--- src/rtl/cpu_bus_bridge_if.sv ---
`default_nettype none
// +----------------------------------------------------------------------+
// | cpu_bus_bridge_if : CPU-side strobes/bus plus back-end write/read     |
// |                     ports of the asynchronous CPU bus bridge          |
// | Revision 1.0                                                         |
// +----------------------------------------------------------------------+
interface cpu_bus_bridge_if #(
  parameter int DATA_W = 16,
  parameter int ADDR_W = 26
);
  logic              CPU_NCS;
  logic              CPU_NWE;
  logic              CPU_NRD;
  logic [DATA_W-1:0] CPU_Data;
  logic [ADDR_W-1:0] CPU_Addr;

  logic              Wr_Strobe;
  logic [ADDR_W-1:0] Wr_Addr;
  logic [DATA_W-1:0] Wr_Data;

  logic              Rd_Req;
  logic [ADDR_W-1:0] Rd_Addr;
  logic              Rd_Ack;
  logic [DATA_W-1:0] Rd_Data;

  logic [DATA_W-1:0] CPU_Rd_Data;
  logic              Data_OE;

  logic              Err_Timeout;
  logic              Err_Proto;
  logic              Err_Clr;

  modport master (
    output CPU_NCS, CPU_NWE, CPU_NRD, CPU_Data, CPU_Addr, Rd_Ack, Rd_Data, Err_Clr,
    input  Wr_Strobe, Wr_Addr, Wr_Data, Rd_Req, Rd_Addr, CPU_Rd_Data, Data_OE,
           Err_Timeout, Err_Proto
  );

  modport slave (
    input  CPU_NCS, CPU_NWE, CPU_NRD, CPU_Data, CPU_Addr, Rd_Ack, Rd_Data, Err_Clr,
    output Wr_Strobe, Wr_Addr, Wr_Data, Rd_Req, Rd_Addr, CPU_Rd_Data, Data_OE,
           Err_Timeout, Err_Proto
  );
endinterface
`default_nettype wire

--- src/rtl/cpu_bus_bridge.sv ---
`default_nettype none
// +----------------------------------------------------------------------+
// | cpu_bus_bridge : synchronises an asynchronous CPU bus and converts   |
// |                  its strobes into single-cycle write/read requests    |
// | Revision 1.0                                                         |
// +----------------------------------------------------------------------+
module cpu_bus_bridge #(
  parameter int                DATA_W       = 16,
  parameter int                ADDR_W       = 26,
  parameter int                SYNC_STAGES  = 2,
  parameter logic [ADDR_W-1:0] BASE_ADDR    = '0,
  parameter logic [ADDR_W-1:0] ADDR_MASK    = '0,
  parameter int                RD_TIMEOUT   = 15,
  parameter logic [DATA_W-1:0] TIMEOUT_DATA = DATA_W'(16'hDEAD)
) (
  input  wire logic       FPGA_Clock,
  input  wire logic       FPGA_Reset,
  cpu_bus_bridge_if.slave bus
);

  localparam int CNT_W = (RD_TIMEOUT > 1) ? $clog2(RD_TIMEOUT) : 1;

  typedef enum logic [1:0] {
    IDLE      = 2'd0,
    READ_WAIT = 2'd1,
    READ_HOLD = 2'd2
  } state_t;

  state_t                r_state;
  logic [CNT_W-1:0]      r_cnt;
  logic [SYNC_STAGES-1:0] r_ncs_sync, r_nwe_sync, r_nrd_sync;
  logic                  r_ncs_prev, r_nwe_prev, r_nrd_prev;
  logic [SYNC_STAGES:0]  r_flush;
  logic                  r_armed;
  logic [ADDR_W-1:0]     r_addr_dl [SYNC_STAGES+1];
  logic [DATA_W-1:0]     r_data_dl [SYNC_STAGES+1];

  logic w_ncs, w_nwe, w_nrd;
  logic w_proto, w_nwe_rise, w_nrd_fall, w_match, w_abort;
  logic w_wr_go, w_rd_go, w_proto_set, w_to_set;

  // Edges are only trusted once the chain has flushed after reset and both
  // strobes have been seen inactive, so a strobe held across reset is ignored.
  always_ff @(posedge FPGA_Clock) begin
    if (FPGA_Reset) begin
      r_ncs_sync <= '1;
      r_nwe_sync <= '1;
      r_nrd_sync <= '1;
      r_ncs_prev <= 1'b1;
      r_nwe_prev <= 1'b1;
      r_nrd_prev <= 1'b1;
      r_flush    <= '0;
      r_armed    <= 1'b0;
      for (int i = 0; i <= SYNC_STAGES; i++) begin
        r_addr_dl[i] <= '0;
        r_data_dl[i] <= '0;
      end
    end else begin
      r_ncs_sync <= {r_ncs_sync[SYNC_STAGES-2:0], bus.CPU_NCS};
      r_nwe_sync <= {r_nwe_sync[SYNC_STAGES-2:0], bus.CPU_NWE};
      r_nrd_sync <= {r_nrd_sync[SYNC_STAGES-2:0], bus.CPU_NRD};
      r_ncs_prev <= w_ncs;
      r_nwe_prev <= w_nwe;
      r_nrd_prev <= w_nrd;
      r_flush    <= {r_flush[SYNC_STAGES-1:0], 1'b1};
      if (r_flush[SYNC_STAGES] && w_nwe && w_nrd)
        r_armed <= 1'b1;
      r_addr_dl[0] <= bus.CPU_Addr;
      r_data_dl[0] <= bus.CPU_Data;
      for (int i = 1; i <= SYNC_STAGES; i++) begin
        r_addr_dl[i] <= r_addr_dl[i-1];
        r_data_dl[i] <= r_data_dl[i-1];
      end
    end
  end

  always_comb begin
    w_ncs      = r_ncs_sync[SYNC_STAGES-1];
    w_nwe      = r_nwe_sync[SYNC_STAGES-1];
    w_nrd      = r_nrd_sync[SYNC_STAGES-1];
    // Both strobes low now or on the previous sample masks the edges leaving it.
    w_proto    = (!w_ncs && !w_nwe && !w_nrd) ||
                 (!r_ncs_prev && !r_nwe_prev && !r_nrd_prev);
    w_nwe_rise = r_armed && w_nwe && !r_nwe_prev && !w_proto;
    w_nrd_fall = r_armed && !w_nrd && r_nrd_prev && !w_proto;
    w_match    = (r_addr_dl[SYNC_STAGES] & ADDR_MASK) == BASE_ADDR;
    w_abort    = w_nrd || w_ncs;
    w_wr_go    = w_nwe_rise && !r_ncs_prev && w_match && (r_state == IDLE);
    w_rd_go    = w_nrd_fall && !w_ncs && w_match && (r_state == IDLE);
    w_proto_set = w_proto || (w_nwe_rise && (r_state != IDLE));
    w_to_set   = (r_state == READ_WAIT) && !w_abort && !bus.Rd_Ack &&
                 (r_cnt == CNT_W'(RD_TIMEOUT - 1));
  end

  always_ff @(posedge FPGA_Clock) begin
    if (FPGA_Reset) begin
      r_state         <= IDLE;
      r_cnt           <= '0;
      bus.Wr_Strobe   <= 1'b0;
      bus.Wr_Addr     <= '0;
      bus.Wr_Data     <= '0;
      bus.Rd_Req      <= 1'b0;
      bus.Rd_Addr     <= '0;
      bus.CPU_Rd_Data <= '0;
      bus.Data_OE     <= 1'b0;
      bus.Err_Timeout <= 1'b0;
      bus.Err_Proto   <= 1'b0;
    end else begin
      bus.Wr_Strobe   <= w_wr_go;
      bus.Rd_Req      <= 1'b0;
      bus.Err_Proto   <= w_proto_set | (bus.Err_Proto & ~bus.Err_Clr);
      bus.Err_Timeout <= w_to_set | (bus.Err_Timeout & ~bus.Err_Clr);
      if (w_wr_go) begin
        bus.Wr_Addr <= r_addr_dl[SYNC_STAGES];
        bus.Wr_Data <= r_data_dl[SYNC_STAGES];
      end
      case (r_state)
        IDLE: begin
          if (w_rd_go) begin
            bus.Rd_Req  <= 1'b1;
            bus.Rd_Addr <= r_addr_dl[SYNC_STAGES];
            r_cnt       <= '0;
            r_state     <= READ_WAIT;
          end
        end
        READ_WAIT: begin
          if (w_abort) begin
            r_state <= IDLE;
          end else if (bus.Rd_Ack) begin
            bus.CPU_Rd_Data <= bus.Rd_Data;
            bus.Data_OE     <= 1'b1;
            r_state         <= READ_HOLD;
          end else if (w_to_set) begin
            bus.CPU_Rd_Data <= TIMEOUT_DATA;
            bus.Data_OE     <= 1'b1;
            r_state         <= READ_HOLD;
          end else begin
            r_cnt <= r_cnt + CNT_W'(1);
          end
        end
        READ_HOLD: begin
          if (w_abort) begin
            bus.Data_OE <= 1'b0;
            r_state     <= IDLE;
          end
        end
        default: begin
          bus.Data_OE <= 1'b0;
          r_state     <= IDLE;
        end
      endcase
    end
  end

endmodule
`default_nettype wire

--- src/flat_wrapper.sv ---
// flat-port wrapper written by rule: the top's interface ports become plain ports
module cpu_bus_bridge_flat 
#(
  parameter int                DATA_W       = 16,
  parameter int                ADDR_W       = 26,
  parameter int                SYNC_STAGES  = 2,
  parameter logic [ADDR_W-1:0] BASE_ADDR    = '0,
  parameter logic [ADDR_W-1:0] ADDR_MASK    = '0,
  parameter int                RD_TIMEOUT   = 15,
  parameter logic [DATA_W-1:0] TIMEOUT_DATA = DATA_W'(16'hDEAD)
)
  (FPGA_Clock, FPGA_Reset, bus_CPU_NCS, bus_CPU_NWE, bus_CPU_NRD, bus_CPU_Data, bus_CPU_Addr, bus_Rd_Ack, bus_Rd_Data, bus_Err_Clr, bus_Wr_Strobe, bus_Wr_Addr, bus_Wr_Data, bus_Rd_Req, bus_Rd_Addr, bus_CPU_Rd_Data, bus_Data_OE, bus_Err_Timeout, bus_Err_Proto);
  cpu_bus_bridge_if #(.DATA_W(DATA_W), .ADDR_W(ADDR_W)) bus_i ();
  input  wire logic FPGA_Clock;
  input  wire logic FPGA_Reset;
  input wire logic [$bits(bus_i.CPU_NCS)-1:0] bus_CPU_NCS;
  input wire logic [$bits(bus_i.CPU_NWE)-1:0] bus_CPU_NWE;
  input wire logic [$bits(bus_i.CPU_NRD)-1:0] bus_CPU_NRD;
  input wire logic [$bits(bus_i.CPU_Data)-1:0] bus_CPU_Data;
  input wire logic [$bits(bus_i.CPU_Addr)-1:0] bus_CPU_Addr;
  input wire logic [$bits(bus_i.Rd_Ack)-1:0] bus_Rd_Ack;
  input wire logic [$bits(bus_i.Rd_Data)-1:0] bus_Rd_Data;
  input wire logic [$bits(bus_i.Err_Clr)-1:0] bus_Err_Clr;
  output wire logic [$bits(bus_i.Wr_Strobe)-1:0] bus_Wr_Strobe;
  output wire logic [$bits(bus_i.Wr_Addr)-1:0] bus_Wr_Addr;
  output wire logic [$bits(bus_i.Wr_Data)-1:0] bus_Wr_Data;
  output wire logic [$bits(bus_i.Rd_Req)-1:0] bus_Rd_Req;
  output wire logic [$bits(bus_i.Rd_Addr)-1:0] bus_Rd_Addr;
  output wire logic [$bits(bus_i.CPU_Rd_Data)-1:0] bus_CPU_Rd_Data;
  output wire logic [$bits(bus_i.Data_OE)-1:0] bus_Data_OE;
  output wire logic [$bits(bus_i.Err_Timeout)-1:0] bus_Err_Timeout;
  output wire logic [$bits(bus_i.Err_Proto)-1:0] bus_Err_Proto;
  assign bus_i.CPU_NCS = bus_CPU_NCS;
  assign bus_i.CPU_NWE = bus_CPU_NWE;
  assign bus_i.CPU_NRD = bus_CPU_NRD;
  assign bus_i.CPU_Data = bus_CPU_Data;
  assign bus_i.CPU_Addr = bus_CPU_Addr;
  assign bus_i.Rd_Ack = bus_Rd_Ack;
  assign bus_i.Rd_Data = bus_Rd_Data;
  assign bus_i.Err_Clr = bus_Err_Clr;
  assign bus_Wr_Strobe = bus_i.Wr_Strobe;
  assign bus_Wr_Addr = bus_i.Wr_Addr;
  assign bus_Wr_Data = bus_i.Wr_Data;
  assign bus_Rd_Req = bus_i.Rd_Req;
  assign bus_Rd_Addr = bus_i.Rd_Addr;
  assign bus_CPU_Rd_Data = bus_i.CPU_Rd_Data;
  assign bus_Data_OE = bus_i.Data_OE;
  assign bus_Err_Timeout = bus_i.Err_Timeout;
  assign bus_Err_Proto = bus_i.Err_Proto;
  cpu_bus_bridge #(.DATA_W(DATA_W), .ADDR_W(ADDR_W), .SYNC_STAGES(SYNC_STAGES), .BASE_ADDR(BASE_ADDR), .ADDR_MASK(ADDR_MASK), .RD_TIMEOUT(RD_TIMEOUT), .TIMEOUT_DATA(TIMEOUT_DATA)) u_core (.FPGA_Clock(FPGA_Clock), .FPGA_Reset(FPGA_Reset), .bus(bus_i));
endmodule
--- config.mk ---
export PLATFORM = sky130hd
export DESIGN_NAME = cpu_bus_bridge_flat
export DESIGN_NICKNAME = d
export VERILOG_FILES = /design/src/rtl/cpu_bus_bridge_if.sv /design/src/rtl/cpu_bus_bridge.sv /design/src/flat_wrapper.sv
export SDC_FILE = /design/constraint.sdc
export NUM_CORES = 1
export LEC_CHECK = 0
export CORE_MARGIN = 3
export CORE_UTILIZATION = 45
export CTS_BUF_LIST = sky130_fd_sc_hd__clkbuf_16
export CTS_CLUSTER_SIZE = 8
export DETAILED_ROUTE_END_ITERATION = 6
export PLACE_DENSITY_LB_ADDON = 0.3
export SETUP_SLACK_MARGIN = 0.5
export SYNTH_ARGS = -nofsm -noshare
export SYNTH_HDL_FRONTEND = slang
export SYNTH_SLANG_ARGS = --single-unit
--- constraint.sdc ---
create_clock -name FPGA_Clock -period 4.96 [get_ports FPGA_Clock]
set_input_delay 0.744 -clock FPGA_Clock [delete_from_list [all_inputs] [get_ports FPGA_Clock]]
set_output_delay 0.744 -clock FPGA_Clock [all_outputs]
set_load 0.005 [all_outputs]
# Word level (Yosys, flattened, before mapping)
# Memory sizes are Yosys's and may differ from the RTL's. A register that Yosys moved wholly into a read port is not among the register bits.
# Index checks and enable logic that the tools add are counted.
# word_totals
reg_bits	92
ramBits	126
input_bits	65
output_inout_bits	89
elab_cells	116
n_memories	2
# mem_list
name	words	word_bits	rd	rd_clocked_by_memory_dff	wr	line	text
u_core.r_addr_dl	3	26	3	0	3	cpu_bus_bridge.sv:35	logic [ADDR_W-1:0] r_addr_dl [SYNC_STAGES+1];
u_core.r_data_dl	3	16	3	1	3	cpu_bus_bridge.sv:36	logic [DATA_W-1:0] r_data_dl [SYNC_STAGES+1];
# classes
n_addsub	1
n_eq_ne	10
n_mux	29
bitwise_logic	13
reduce_logical	42
# op_table
operator	n
$mux W16	5
$mux W26	3
$logic_and A1 B1 Y1	20
$mux W4	4
$mux W2	5
$logic_not A1 Y1	9
$mux W1	9
$or A1 B1 Y1	8
$pmux W4 S2	1
$ne A2 B2 Y1 const B	3
$pmux W2 S3	1
$reduce_and A3 Y1	2
$reduce_bool A2 Y1	3
$reduce_and A5 Y1	1
$add A4 B1 Y4 const B	1
$eq A4 B4 Y1 const B	1
$ne A2 B1 Y1 const B	2
$ne A4 B2 Y1 const B	1
$reduce_and A4 Y1	1
$logic_or A1 B1 Y1	3
$ne A3 B2 Y1 const B	1
$not A1 Y1	3
$pmux W1 S3	1
$and A1 B1 Y1	2
5 further kinds	5

# Longest topological paths before layout
# logic_depth
word_depth	10
ltp_mapped	7
depth_no_buf	6

# Worst setup path after synthesis
# No wires, ideal clock.
# synth_path
path_kind	input -> register
start	input port bus_Rd_Ack
end	register u_core.r_cnt[1]
setup_time_ps	70
t_arrival_ps	1694
required_ps	4890
setup_slack_ps	3196
stages	4
path_buffers	0
cell_sequence	a31oi_1 -> a21boi_0 -> or4_1 -> a21oi_1
# synth_between
elab_chain_len	5
word_cells_on_any_way	6
classes_between	eq/ne (2); reduce/logical (4)
# synth_lines
element	line	text
start: declaration	flat_wrapper.sv:21	input wire logic [$bits(bus_i.Rd_Ack)-1:0] bus_Rd_Ack;
$logic_not A1 Y1	cpu_bus_bridge.sv:91	w_to_set = (r_state == READ_WAIT) && !w_abort && !bus.Rd_Ack &&
$logic_and A1 B1 Y1 (2 in a row)	cpu_bus_bridge.sv:91	
$ne A2 B2 Y1 (no source line)	--	
$reduce_and A5 Y1 (no source line) *	--	
end signal: assignment	cpu_bus_bridge.sv:138	r_cnt <= r_cnt + CNT_W'(1);
end: declaration	cpu_bus_bridge.sv:30	logic [CNT_W-1:0] r_cnt;
# Mark *: on every way between the ends. The rest lies on a longest branch, timed or not.
# A chain may end at the register's enable or synchronous reset.

# Final worst setup path
# layout_path
start	register u_core.r_state[0]
end	register u_core.bus.Wr_Addr[6], read port of u_core.r_addr_dl
# layout_between
elab_chain_len	2
# layout_lines
element	line	text
start: declaration	cpu_bus_bridge.sv:29	state_t r_state;
start signal: assignment	cpu_bus_bridge.sv:97	r_state <= IDLE;
start signal: assignment	cpu_bus_bridge.sv:123	r_state <= READ_WAIT;
start signal: assignment	cpu_bus_bridge.sv:128	r_state <= IDLE;
$logic_not A2 Y1	cpu_bus_bridge.sv:88	w_wr_go = w_nwe_rise && !r_ncs_prev && w_match && (r_state == IDLE);
$logic_and A1 B1 Y1	cpu_bus_bridge.sv:88	
end: declaration	cpu_bus_bridge_if.sv:41	output Wr_Strobe, Wr_Addr, Wr_Data, Rd_Req, Rd_Addr, CPU_Rd_Data, Data_OE,
# No other way between the ends.

==> results.sh <==
export IMPL_maxSlewHeadroom=0.285
export IMPL_netlist_top_cells_count="dfxtp_1 (234), nand2_1 (138), nor2b_1 (129), a21oi_1 (71), clkbuf_1 (27)"
export IMPL_power_density_mw_per_mm2=423
export IMPL_via_per_inst=4.77
export IMPL_synth_most_common_cell="dfxtp_1"
export IMPL_ys_types=36
export IMPL_hold_viol_final=0
export IMPL_required_ns=5.28
export IMPL_cts_resized=0
export IMPL_diodes=0
export IMPL_fin_nets=919
export IMPL_core_sq_mm=0.0154
export IMPL_die_y_um=132
export IMPL_setup_viol=0
export IMPL_dieArea_sq_mm=0.0175
export IMPL_finalPower_mw=4.13
export IMPL_grt_pass1_wl_um=24500
export IMPL_antenna_found_initial=0
export IMPL_synth_ff_type="dfxtp_1"
export IMPL_vdd_drop_max_mv=0.219
export IMPL_fmax_mhz=438
export IMPL_worst_pin_slew_ns=1.07
export IMPL_critPathLaunch="u_core.r_state[0]"
export IMPL_rrSetupSlack_ns=2.68
export IMPL_finalMaxSlewViolations=0
export IMPL_fin_crit_ns=2.28
export IMPL_critPathKind="flop to flop"
export IMPL_numCtsBuffers=35
export IMPL_maxCapViolations=0
export IMPL_ant_nets=0
export IMPL_synth_avg_cell_area_sq_um=10.2
export IMPL_area_growth_pct=36.3
export IMPL_num_rows=45
export IMPL_dp_slack_ns=2.51
export IMPL_globalplace_congestion=0.790
export IMPL_timing_final_crit_share=0.460
export IMPL_ys_seq_area_frac=0.654
export IMPL_leakagePower_nw=3.54
export IMPL_htree_levels=2
export IMPL_synth_top_cell_by_area="dfxtp_1"
export IMPL_skew_ns=0.0148
export IMPL_fp_dieW_um=132
export IMPL_syn_num_nets=768
export IMPL_cp_slowest_cell="or4_2"
export IMPL_clock_latency_ns=0.49
export IMPL_cts_hold_buf=0
export IMPL_synth_cell_area_sq_mm=0.00716
export IMPL_path_cells="nand4b_2 > or4_2 > nand2_1 > a21oi_1"
export IMPL_portBuffers=153
export IMPL_grt_max_degree=162
export IMPL_ctsLongestPathBuffers=3
export IMPL_drc=0
export IMPL_num_vias=5082
export IMPL_grt_pass1_vias=4915
export IMPL_yosys_warnings=0
export IMPL_clockRootBuffer="clkbuf_16"
export IMPL_crit_fanout=43
export IMPL_min_path_type="flop to flop"
export IMPL_rsz0062_at_grt="false"
export IMPL_async_reset_ff_frac=0
export IMPL_ioPinCount=154
export IMPL_synth_top_cell_area_share=0.654
export IMPL_cts_tree="done"
export IMPL_post_cts_buffers=0
export IMPL_start_util=0.466
export IMPL_wire_per_inst_um=14.0
export IMPL_endpoint="u_core.bus.Wr_Addr[6]"
export IMPL_initialDrtViolationCount=275
export IMPL_dp_hpwl_um=9720
export IMPL_clk_pin_slew_ns=0.05
export IMPL_ys_ff_latch=234
export IMPL_syn_inst=701
export IMPL_fin_ws_ns=2.68
export IMPL_drive_above_1_share=0.0819
export IMPL_synth_edf_count=0
export IMPL_grt_overflow_total=0
export IMPL_reg2reg_to="u_core.bus.Wr_Addr[6]"
export IMPL_critPathMaxStageDelay_ns=1.06
export IMPL_wl_um=15000
export IMPL_critPathCaptureType="flop"
export IMPL_crit_arrival_ns=2.60
export IMPL_dr_pass1_iters=4
export IMPL_status="finished clean"
export IMPL_rr_startpoint="u_core.r_state[0]"
export IMPL_reg2reg_depth=4
export IMPL_critPathLaunchType="flop"
export IMPL_grtUsageTotal=0.169
export IMPL_synthTopCellsByArea="dfxtp_1 (65%), nor2b_1 (11%), nand2_1 (7.2%), a21oi_1 (5.0%), o221a_2 (1.7%)"
export IMPL_cts_sinks=234
export IMPL_fin_setup_tns_ns=0
==> metal layers <==
metal / GRT usage / part of all wire / up-vias
li1: - / - / 2552
met1: 0.221 / 0.45 / 2338
met2: 0.268 / 0.47 / 165
met3: 0.0458 / 0.060 / 27
met4: 0.0642 / 0.025 / 0
met5: 0 / 0 / -
==> power by group <==
part | leakage, nW | switching [mW] | internal [mW]
Clock | 0.471 | 0.743 | 1.33
Combinational | 1.16 | 0.0464 | 0.0704
Sequential | 1.91 | 0.0135 | 1.93
==> layout by cell type, fill, tap and decap left out, drive strengths merged, types with 2 or more instances in the layout <==
| cell type | netlist | routed |
|---|---|---|
| a21oi | 71 | 71 |
| a22oi | 5 | 5 |
| a31oi | 4 | 4 |
| and2 | 3 | 3 |
| buf | 16 | 5 |
| clkbuf | 27 | 36 |
| clkdlybuf4s50 | 0 | 152 |
| clkinv | 0 | 2 |
| dfxtp | 234 | 234 |
| ha | 2 | 2 |
| inv | 4 | 5 |
| nand2 | 138 | 138 |
| nand2b | 2 | 2 |
| nand3 | 4 | 4 |
| nor2 | 13 | 13 |
| nor2b | 129 | 129 |
| nor3 | 6 | 6 |
| nor4b | 2 | 2 |
| o21ai | 6 | 6 |
| o221a | 11 | 11 |
| or2 | 9 | 9 |
| or4 | 3 | 3 |
==> worst min-delay path by stage <==
stage,from,slack (ns),cells after the start,to
global placement,u_core.r_nrd_sync[0],0.40,1,u_core.r_nrd_sync[1]
global route,u_core.r_nwe_sync[0],0.41,1,u_core.r_nwe_sync[1]
CTS,u_core.r_nwe_sync[0],0.40,1,u_core.r_nwe_sync[1]
floorplan,u_core.r_ncs_sync[0],0.39,1,u_core.r_ncs_sync[1]
finish,u_core.r_nwe_sync[0],0.40,1,u_core.r_nwe_sync[1]
detailed placement,u_core.r_nwe_sync[0],0.40,1,u_core.r_nwe_sync[1]
==> logic make-up after synthesis <==
family / after synthesis / synth area share
AND/OR/NAND/NOR: 314 / 0.224
flip-flops: 234 / 0.654
AO/OA/AOI/OAI: 104 / 0.0877
adder cells (fa/ha/maj): 2 / 0.00350
buffers and inverters: 47 / 0.0301
==> through the flow <==
stage          utilization  instance area (sq um)  hold slack (ns)  std cells
3_5_place_dp         0.572                   8790            0.396       1026
4_1_cts              0.635                   9750            0.403       1066
6_report             0.635                   9750            0.404       1066
3_3_place_gp         0.572                   8790            0.398       1026
2_1_floorplan            -                   7160            0.389        701
5_1_grt              0.635                   9750            0.415       1066
==> state kept, by name, summed over array words and instances, names as in the netlist, 2 cells and up <==
signal                  cells
u_core.bus.Rd_Addr         26
u_core.r_data_dl           48
u_core.bus.CPU_Rd_Data     16
u_core.r_addr_dl           78
u_core.r_nwe_sync           2
u_core.r_nrd_sync           2
u_core.r_flush              3
u_core.r_ncs_sync           2
u_core.bus.Wr_Data         16
u_core.bus.Wr_Addr         26
u_core.r_cnt                4
u_core.r_state              2
==> area by class of cell <==
cell class,instances,area [sq um]
Fill cell,1211,5620
Sequential cell,234,4680
Multi-Input combinational cell,420,2270
Clock buffer,36,901
Clock inverter,4,58.8
Inverter,4,15.0
Timing Repair Buffer,157,1560
Tap cell,211,264
==> worst max-delay path, delay by kind of cell (launching register included) <==
kind	cells	cell delay [ns]
compound gates	1	0.09
simple gates	3	1.62
flops	1	0.39
Power figures use the tool's default switching activity.
